## src/rtl/pwm_compare_out_if.sv

```systemverilog
// Bundle between the PWM period counter / register file and the compare output stage.
interface pwm_compare_out_if #(
  parameter int unsigned WIDTH = 16
);
  logic [WIDTH-1:0] count_val;
  logic [WIDTH-1:0] period;
  logic             upnotdown;
  logic             pwm_en;
  logic [1:0]       functions;
  logic [WIDTH-1:0] compare1;
  logic [WIDTH-1:0] compare2;
  logic             polarity;
  logic             cfg_load;
  logic             pwm_out;
  logic             period_evt;
  logic             cfg_pending;

  modport master (
    output count_val, period, upnotdown, pwm_en, functions,
           compare1, compare2, polarity, cfg_load,
    input  pwm_out, period_evt, cfg_pending
  );

  modport slave (
    input  count_val, period, upnotdown, pwm_en, functions,
           compare1, compare2, polarity, cfg_load,
    output pwm_out, period_evt, cfg_pending
  );
endinterface

```

## src/rtl/pwm_compare_out.sv

```systemverilog
// PWM compare output stage: double-buffered compare config, registered pin,
// one-cycle period event at each counter period boundary.
module pwm_compare_out #(
  parameter int unsigned WIDTH = 16
) (
  input  logic               clk,
  input  logic               rst_n,
  pwm_compare_out_if.slave   bus
);

  typedef enum logic [1:0] {
    FN_LEFT  = 2'b00,
    FN_RIGHT = 2'b01,
    FN_RANGE = 2'b10,
    FN_RSVD  = 2'b11
  } func_e;

  typedef struct packed {
    logic [WIDTH-1:0] cmp1;
    logic [WIDTH-1:0] cmp2;
    func_e            func;
    logic             pol;
  } cfg_t;

  localparam logic [WIDTH-1:0] ONE = WIDTH'(1);

  logic [WIDTH-1:0] prev_cnt;
  logic             pwm_en_q;
  cfg_t             pend_cfg;
  cfg_t             act_cfg;
  logic             cfg_pending_q;
  logic             pwm_q;
  logic             evt_q;

  cfg_t             port_cfg;
  cfg_t             eff_cfg;
  logic [WIDTH-1:0] start;
  logic             boundary;
  logic             en_rise;
  logic             update;
  logic             raw;
  logic             period_nz;

  // Boundary/enable-edge detection and selection of the config in force this cycle.
  always_comb begin
    port_cfg  = '{cmp1: bus.compare1, cmp2: bus.compare2,
                  func: func_e'(bus.functions), pol: bus.polarity};
    start     = bus.upnotdown ? '0 : (bus.period - ONE);
    boundary  = bus.pwm_en && (bus.count_val != prev_cnt) && (bus.count_val == start);
    en_rise   = bus.pwm_en && !pwm_en_q;
    update    = boundary || en_rise;
    period_nz = |bus.period;
    if (!bus.pwm_en)               eff_cfg = port_cfg;
    else if (update && bus.cfg_load) eff_cfg = port_cfg;
    else if (update && cfg_pending_q) eff_cfg = pend_cfg;
    else                           eff_cfg = act_cfg;
  end

  // Raw compare of the live counter value against the effective config.
  always_comb begin
    raw = 1'b0;
    unique case (eff_cfg.func)
      FN_LEFT:  raw = bus.count_val < eff_cfg.cmp1;
      FN_RIGHT: raw = bus.count_val >= eff_cfg.cmp1;
      FN_RANGE: raw = (bus.count_val >= eff_cfg.cmp1) && (bus.count_val < eff_cfg.cmp2);
      FN_RSVD:  raw = 1'b0;
    endcase
  end

  // Counter/enable history, shadow config registers and registered outputs.
  // A cfg_load coinciding with an update goes straight to the active set, so
  // the pending flag is cleared rather than set in that cycle.
  always_ff @(posedge clk or negedge rst_n) begin
    if (!rst_n) begin
      prev_cnt      <= '0;
      pwm_en_q      <= 1'b0;
      pend_cfg      <= '0;
      act_cfg       <= '0;
      cfg_pending_q <= 1'b0;
      pwm_q         <= 1'b0;
      evt_q         <= 1'b0;
    end else begin
      prev_cnt <= bus.count_val;
      pwm_en_q <= bus.pwm_en;
      if (bus.cfg_load) pend_cfg <= port_cfg;
      if (!bus.pwm_en || update) begin
        act_cfg       <= eff_cfg;
        cfg_pending_q <= 1'b0;
      end else if (bus.cfg_load) begin
        cfg_pending_q <= 1'b1;
      end
      pwm_q <= (bus.pwm_en && period_nz) ? (raw ^ eff_cfg.pol) : eff_cfg.pol;
      evt_q <= boundary && period_nz;
    end
  end

  assign bus.pwm_out     = pwm_q;
  assign bus.period_evt  = evt_q;
  assign bus.cfg_pending = cfg_pending_q;

endmodule

```

## src/flat_wrapper.sv

```systemverilog
// flat-port wrapper written by rule: the top's interface ports become plain ports
module pwm_compare_out_flat 
#(
  parameter int unsigned WIDTH = 16
)
  (clk, rst_n, bus_count_val, bus_period, bus_upnotdown, bus_pwm_en, bus_functions, bus_compare1, bus_compare2, bus_polarity, bus_cfg_load, bus_pwm_out, bus_period_evt, bus_cfg_pending);
  pwm_compare_out_if #(.WIDTH(WIDTH)) bus_i ();
  input  logic clk;
  input  logic rst_n;
  input wire logic [$bits(bus_i.count_val)-1:0] bus_count_val;
  input wire logic [$bits(bus_i.period)-1:0] bus_period;
  input wire logic [$bits(bus_i.upnotdown)-1:0] bus_upnotdown;
  input wire logic [$bits(bus_i.pwm_en)-1:0] bus_pwm_en;
  input wire logic [$bits(bus_i.functions)-1:0] bus_functions;
  input wire logic [$bits(bus_i.compare1)-1:0] bus_compare1;
  input wire logic [$bits(bus_i.compare2)-1:0] bus_compare2;
  input wire logic [$bits(bus_i.polarity)-1:0] bus_polarity;
  input wire logic [$bits(bus_i.cfg_load)-1:0] bus_cfg_load;
  output wire logic [$bits(bus_i.pwm_out)-1:0] bus_pwm_out;
  output wire logic [$bits(bus_i.period_evt)-1:0] bus_period_evt;
  output wire logic [$bits(bus_i.cfg_pending)-1:0] bus_cfg_pending;
  assign bus_i.count_val = bus_count_val;
  assign bus_i.period = bus_period;
  assign bus_i.upnotdown = bus_upnotdown;
  assign bus_i.pwm_en = bus_pwm_en;
  assign bus_i.functions = bus_functions;
  assign bus_i.compare1 = bus_compare1;
  assign bus_i.compare2 = bus_compare2;
  assign bus_i.polarity = bus_polarity;
  assign bus_i.cfg_load = bus_cfg_load;
  assign bus_pwm_out = bus_i.pwm_out;
  assign bus_period_evt = bus_i.period_evt;
  assign bus_cfg_pending = bus_i.cfg_pending;
  pwm_compare_out #(.WIDTH(WIDTH)) u_core (.clk(clk), .rst_n(rst_n), .bus(bus_i));
endmodule
```

## config.mk

```make
export PLATFORM = sky130hd
export DESIGN_NAME = pwm_compare_out_flat
export DESIGN_NICKNAME = d
export VERILOG_FILES = /design/src/rtl/pwm_compare_out_if.sv /design/src/rtl/pwm_compare_out.sv /design/src/flat_wrapper.sv
export SDC_FILE = /design/constraint.sdc
export NUM_CORES = 1
export LEC_CHECK = 0
export BUFFER_PORTS_ARGS = -buffer_cell sky130_fd_sc_hd__buf_2
export CAP_MARGIN = 25
export CELL_PAD_IN_SITES_DETAIL_PLACEMENT = 0
export CELL_PAD_IN_SITES_GLOBAL_PLACEMENT = 1
export CORE_UTILIZATION = 45
export CTS_CLUSTER_SIZE = 16
export DETAILED_ROUTE_END_ITERATION = 8
export PLACE_DENSITY = 0.9
export SKIP_LAST_GASP = 1
export SLEW_MARGIN = 10
export SYNTH_ARGS = -nofsm -noshare
export SYNTH_HDL_FRONTEND = slang
export SYNTH_SLANG_ARGS = --single-unit
```

## constraint.sdc

```tcl
create_clock -name clk -period 4.8 [get_ports clk]
set_clock_uncertainty 0.15 [all_clocks]
set_input_delay 0.24 -clock clk [delete_from_list [all_inputs] [get_ports clk]]
set_output_delay 0.24 -clock clk [all_outputs]
set_load 0.05 [all_outputs]
```

Yosys cells after proc, flatten, opt, wreduce, memory -nomap -nowiden. Cells that the tools add are included. W data, S select, Z words.

Bitwise logic cells: 1. Muxes and demuxes: 8. Add/subtract/negate cells: 1. Order comparisons: 3. Reductions and logical operators: 15. Equal/unequal tests: 5.

Operators by type and width (count): $mux W35 (3); $lt A16 B16 Y1 (2); $eq A16 B16 Y1 (1); $ge A16 B16 Y1 (1); $mux W16 (1); $ne A16 B16 Y1 (1); $reduce_or A16 Y1 (1); $sub A16 B1 Y16 const B (1); $logic_and A1 B1 Y1 (8); $eq A2 B2 Y1 const B (2); $pmux W1 S4 (1); $mux W1 (3); $eq A2 B1 Y1 const B (1); $logic_not A1 Y1 (2); $logic_not A2 Y1 (1); $logic_or A1 B1 Y1 (2); $reduce_bool A2 Y1 (1); $xor A1 B1 Y1 (1).

Bits of input ports: 72. Logic and storage cells: 46. Flip-flop bits (word level): 90.

Logic depth before layout (Yosys ltp).
Word-level depth: 14. Mapped depth: 26.

Worst setup path after synthesis. No wires, ideal clock.

Path kind: in2reg. Start: in bus_period[0]. End: reg u_core.pwm_q (netlist: u_core.bus.pwm_out). Required time: 4571 ps. Slack: -525 ps. Arrival: 5096 ps. Stages: 24. Cells stage by stage: inv_1 ha_1 or3b_2 or3_4 or4_4 and3_4 nor3_2 a41oi_2 nand2b_1 buf_4 buf_2 mux2i_1 o21ai_1 inv_1 ha_1 nand4_1 nor2_1 nand2_1 or4_1 nand2_1 o2111ai_1 a211o_1 a211oi_2 xor2_1.

Cells in the longest elaborated chain, start to end: 14.

Ends and longest elaborated chain: start, declared (RTL line flat_wrapper.sv:11) `input wire logic [$bits(bus_i.period)-1:0] bus_period;`; $sub A16 B1 Y16 (RTL line pwm_compare_out.sv:48) `start = bus.upnotdown ? '0 : (bus.period - ONE);`; $mux W16 (RTL line pwm_compare_out.sv:48); $eq A16 B16 Y1 (RTL line pwm_compare_out.sv:49) `boundary = bus.pwm_en && (bus.count_val != prev_cnt) && (bus.count_val == start);`; $logic_and A1 B1 Y1 (RTL line pwm_compare_out.sv:49); $logic_or A1 B1 Y1 (RTL line pwm_compare_out.sv:51) `update = boundary || en_rise;`; $logic_and A1 B1 Y1 (RTL line pwm_compare_out.sv:55) `else if (update && cfg_pending_q) eff_cfg = pend_cfg;`; $mux W35 (RTL line pwm_compare_out.sv:55); $mux W35 (RTL line pwm_compare_out.sv:54) `else if (update && bus.cfg_load) eff_cfg = port_cfg;`; $mux W35 (RTL line pwm_compare_out.sv:53) `if (!bus.pwm_en) eff_cfg = port_cfg;`; $ge A16 B16 Y1 or $lt A16 B16 Y1 (tied branches) (RTL line pwm_compare_out.sv:64, pwm_compare_out.sv:65); $logic_and A1 B1 Y1 (RTL line pwm_compare_out.sv:65) `FN_RANGE: raw = (bus.count_val >= eff_cfg.cmp1) && (bus.count_val < eff_cfg.cmp2);`; $pmux W1 S4 (RTL line pwm_compare_out.sv:62) `unique case (eff_cfg.func)`; $xor A1 B1 Y1 (RTL line pwm_compare_out.sv:92) `pwm_q <= (bus.pwm_en && period_nz) ? (raw ^ eff_cfg.pol) : eff_cfg.pol;`; $mux W1 (*) (RTL line pwm_compare_out.sv:92); end signal, assigned (RTL line pwm_compare_out.sv:92); end, declared (RTL line pwm_compare_out.sv:32) `logic pwm_q;`.

Mark *: on every way between the ends. The rest lies on a longest branch, timed or not. A chain may end at the register's enable or synchronous reset.

Final worst setup path. Ends and elaborated chain as after synthesis.

==> impl_metrics.json <==
{
  "outcome": "complete, but fails checks",
  "failed_checks": "DRC, setup timing",
  "via_count": 4839,
  "hold-path-cell-count": 2,
  "clk_transition_reported_paths_ns": 0.07,
  "synth_seq_area_share": 0.4132,
  "ant_nets": 0,
  "stdcell_count": 866,
  "peakVddDrop_v": 0.0002554,
  "hold_start": "bus_polarity",
  "hold_path_class": "input pin to flip-flop",
  "routed_via_density": 5.588,
  "grt_first_pass_wirelength_mm": 25.30,
  "cp-start-kind": "input pin",
  "finalSetupTns_ns": -0.02248,
  "clock_tree.htree_level_count": 3,
  "grt_overflow": 0,
  "cts_made_buffers": 9,
  "grt_util_all_layers": 0.2588,
  "synth_edf_count": 0,
  "relSlewSlack": 0.6599,
  "criticalPathCategory": "input pin to flip-flop",
  "average_cell_area_after_synthesis_um2": 10.21,
  "maximum_achievable_frequency_ghz": 0.2074,
  "period_needed_ns": 4.822,
  "sequential_cell_area_mm2": 0.002252,
  "die_width_um": 112.1,
  "final-setup-viol-count": 1,
  "fraction_of_final_layout_cells_with_drive_strength_greater_than_1": 0.3721,
  "post_drt_wl_per_cell_um": 17.82,
  "finish.instance_area_mm2": 0.007505,
  "worst-r2r-cell-count": 23,
  "final_hold_violating_endpoints": 0,
  "global_route.peak_usage_layer": "met2",
  "grt.met2_usage": 0.4596,
  "layout-area-overhead-vs-synth_pct": 37.70,
  "clock_path_buffers": 2,
  "synth_cells": 534,
  "multi_input_area_mm2": 0.003179,
  "yosys-top-cells-area": "dfrtp_1, mux2_2, ha_1",
  "maxCapViolCount": 0,
  "p_per_cell_area_mw_per_mm2": 279.0,
  "dp.cells": 796,
  "gp_congestion": 0.8593,
  "core_region_area_mm2": 0.01161,
  "postRouteWirelength_mm": 15.43,
  "reg2reg_setup_slack_ns": 0.38,
  "placement.io_buffers": 74,
  "clk_root_buf": "clkbuf_16",
  "first_pass_iters": 6,
  "place_hpwl_mm": 10.42,
  "die_h_um": 112.1,
  "finish.utilization": 0.6462,
  "maxSlewViolCount": 0,
  "critPathCaptureType": "flip-flop",
  "met3_track_utilization_from_global_routing": 0.05346,
  "asyncSetResetFlopFracSynth": 1.000,
  "grt_setup_unrepaired": "yes",
  "postSynth.topFlopCell": "dfrtp_1",
  "grt_pass1_vias": 5203,
  "timing.hold.ws_ns": 0.002223,
  "timing.critical_path.arrival_ns": 4.94,
  "post_synth_num_cell_types": 66,
  "start_util": 0.4693,
  "floorplan.die_area_mm2": 0.01256,
  "yosysTopAreaCellShare": 0.4132,
  "timing.final.crit_share": 1.005,
  "cts_tree": "built",
  "initial_antenna_violation_count": 0,
  "ys_ff_latch": 90,
  "critical_path_peak_fanout": 8,
  "setup.worst_path.start": "bus_period[0]",
  "synthesis.area_mm2": 0.005450,
  "clock_insertion_delay_worst_skew_ns": 0.35,
  "worst_ep_required_time_ns": 4.92,
  "cts.sink_count": 90,
  "filler_cell_count": 890,
  "grt_util_met1": 0.3160,
  "design.final.nets": 822,
  "synth_top_area_cell": "dfrtp_1",
  "top_level_ports": 75,
  "yosys_synthesis_warning_count": 0,
  "r2r-end": "u_core.bus.pwm_out",
  "worst_slack_ns": -0.02248,
  "drc_errors": 2,
  "insertedDiodeCount": 0,
  "grt_max_degree": 61,
  "min_to": "u_core.pend_cfg[0]",
  "p_leak_nw": 3.570,
  "synth_fp_nets": 638,
  "detailedRoute.firstIterationViolations": 232,
  "tightest_slew_ns": 0.5101,
  "dpl-instance-area_mm2": 0.006466,
  "core.rowCount": 39,
  "reg2reg_from": "u_core.prev_cnt[8]"
}
## what timing repair did
action	4_1_cts	5_1_grt
setup endpoints to repair	1	1
pin swaps	24	21
buffers inserted	18	5
hold buffers	29	0
endpoints found under the hold margin	58	0
gates cloned	2	0
resized for setup	29	12
## state kept, by name, indices dropped and copies added, names as in the netlist
register	flops
u_core.pend_cfg	35
u_core.bus.pwm_out	1
u_core.pwm_en_q	1
u_core.bus.period_evt	1
u_core.bus.cfg_pending	1
u_core.act_cfg	35
u_core.prev_cnt	16
## placed cells by master (no fill, tap or decap), types with 6 or more instances in the layout
cell / n
clkbuf_16: 9
nand2b_1: 6
nor2_1: 12
inv_1: 27
xnor2_1: 21
a21o_1: 7
buf_2: 71
nor2b_1: 10
nor3_1: 10
dfrtp_1: 90
nand4_1: 12
buf_4: 84
mux2_2: 36
dlygate4sd3_1: 29
o21ai_1: 29
ha_1: 28
nand2_1: 49
a21oi_1: 10
mux2i_1: 34
or4_1: 11
inv_2: 9
o21ai_0: 15
## cell families after synthesis
| family | share of synthesized area |
|---|---|
| xor gates and xnor gates | 0.04270 |
| and+or+nand+nor | 0.1596 |
| adders and majority gates | 0.07346 |
| AOI/OAI and AO/OA | 0.1265 |
| muxes | 0.1387 |
| DFF | 0.4132 |
| buffers and inverters | 0.04591 |
## power by group
group	switching (W)	total [W]	internal [W]
Combinational	0.000260	0.000505	0.000245
Clock	0.000307	0.000730	0.000423
Sequential	0.0000321	0.000859	0.000827
Total	0.000599	0.00209	0.00149
## routing by layer
layer,wire (um),up-vias
met4,363,0
met3,898,34
met1,6376,2360
met5,0,-
met2,7789,142
li1,-,2303
## Yosys cell counts (all sizes together) (4+ instances only)
cell and count:
o31ai 6, nor2 13, inv 37, a31oi 5
a211o 4, a21o 7, nor2b 10, mux2i 35
nand4 12, nand2b 7, dfrtp 90, or4 14
mux2 36, nor4 7, clkbuf 11, o21ai 46
nand2 51, nor3 12, ha 32, nand3 4
buf 11, o21a 4, a21oi 12, xnor2 22
## how the worst max path moves through the flow
stage,to
2_1_floorplan,u_core.bus.pwm_out
3_3_place_gp,u_core.bus.pwm_out
3_5_place_dp,u_core.bus.pwm_out
4_1_cts,u_core.bus.pwm_out
5_1_grt,u_core.bus.pwm_out
6_report,u_core.bus.pwm_out
## worst max-delay path: stages
cell and delay (ns):
buf_8 0.10, inv_4 0.05, ha_4 0.13, or3b_4 0.41
or3_4 0.34, or4_4 0.51, a21oi_4 0.21, nor3_4 0.07
a41oi_4 0.29, nand2b_4 0.30, mux2i_1 0.10, o21ai_1 0.17
inv_1 0.10, ha_4 0.27, nand4_1 0.13, nor2_2 0.16
buf_4 0.12, nand2_1 0.05, o211a_1 0.13, nand2b_1 0.11
o221ai_2 0.13, nand2_2 0.09, o2111ai_2 0.09, a211o_1 0.25
a211oi_2 0.20, xor2_1 0.15
## cell type report
type	count	area share
multi-input combinational	386	0.4236
sequential	90	0.3001
timing repair buffer	194	0.1922
clock buffer	10	0.03184
tap	143	0.02384
inverter	37	0.01884
clock inverter	6	0.009503
## per-stage QoR
stage	power, W	setup slack [ns]
floorplan	0.001117	-0.06565
global placement	0.001278	-0.3728
detailed placement	0.001299	-0.5818
CTS	0.002085	-0.03054
global route	0.002185	-0.2660
finish	0.002094	-0.02248
No activity file was read; power rests on OpenSTA's default activity.
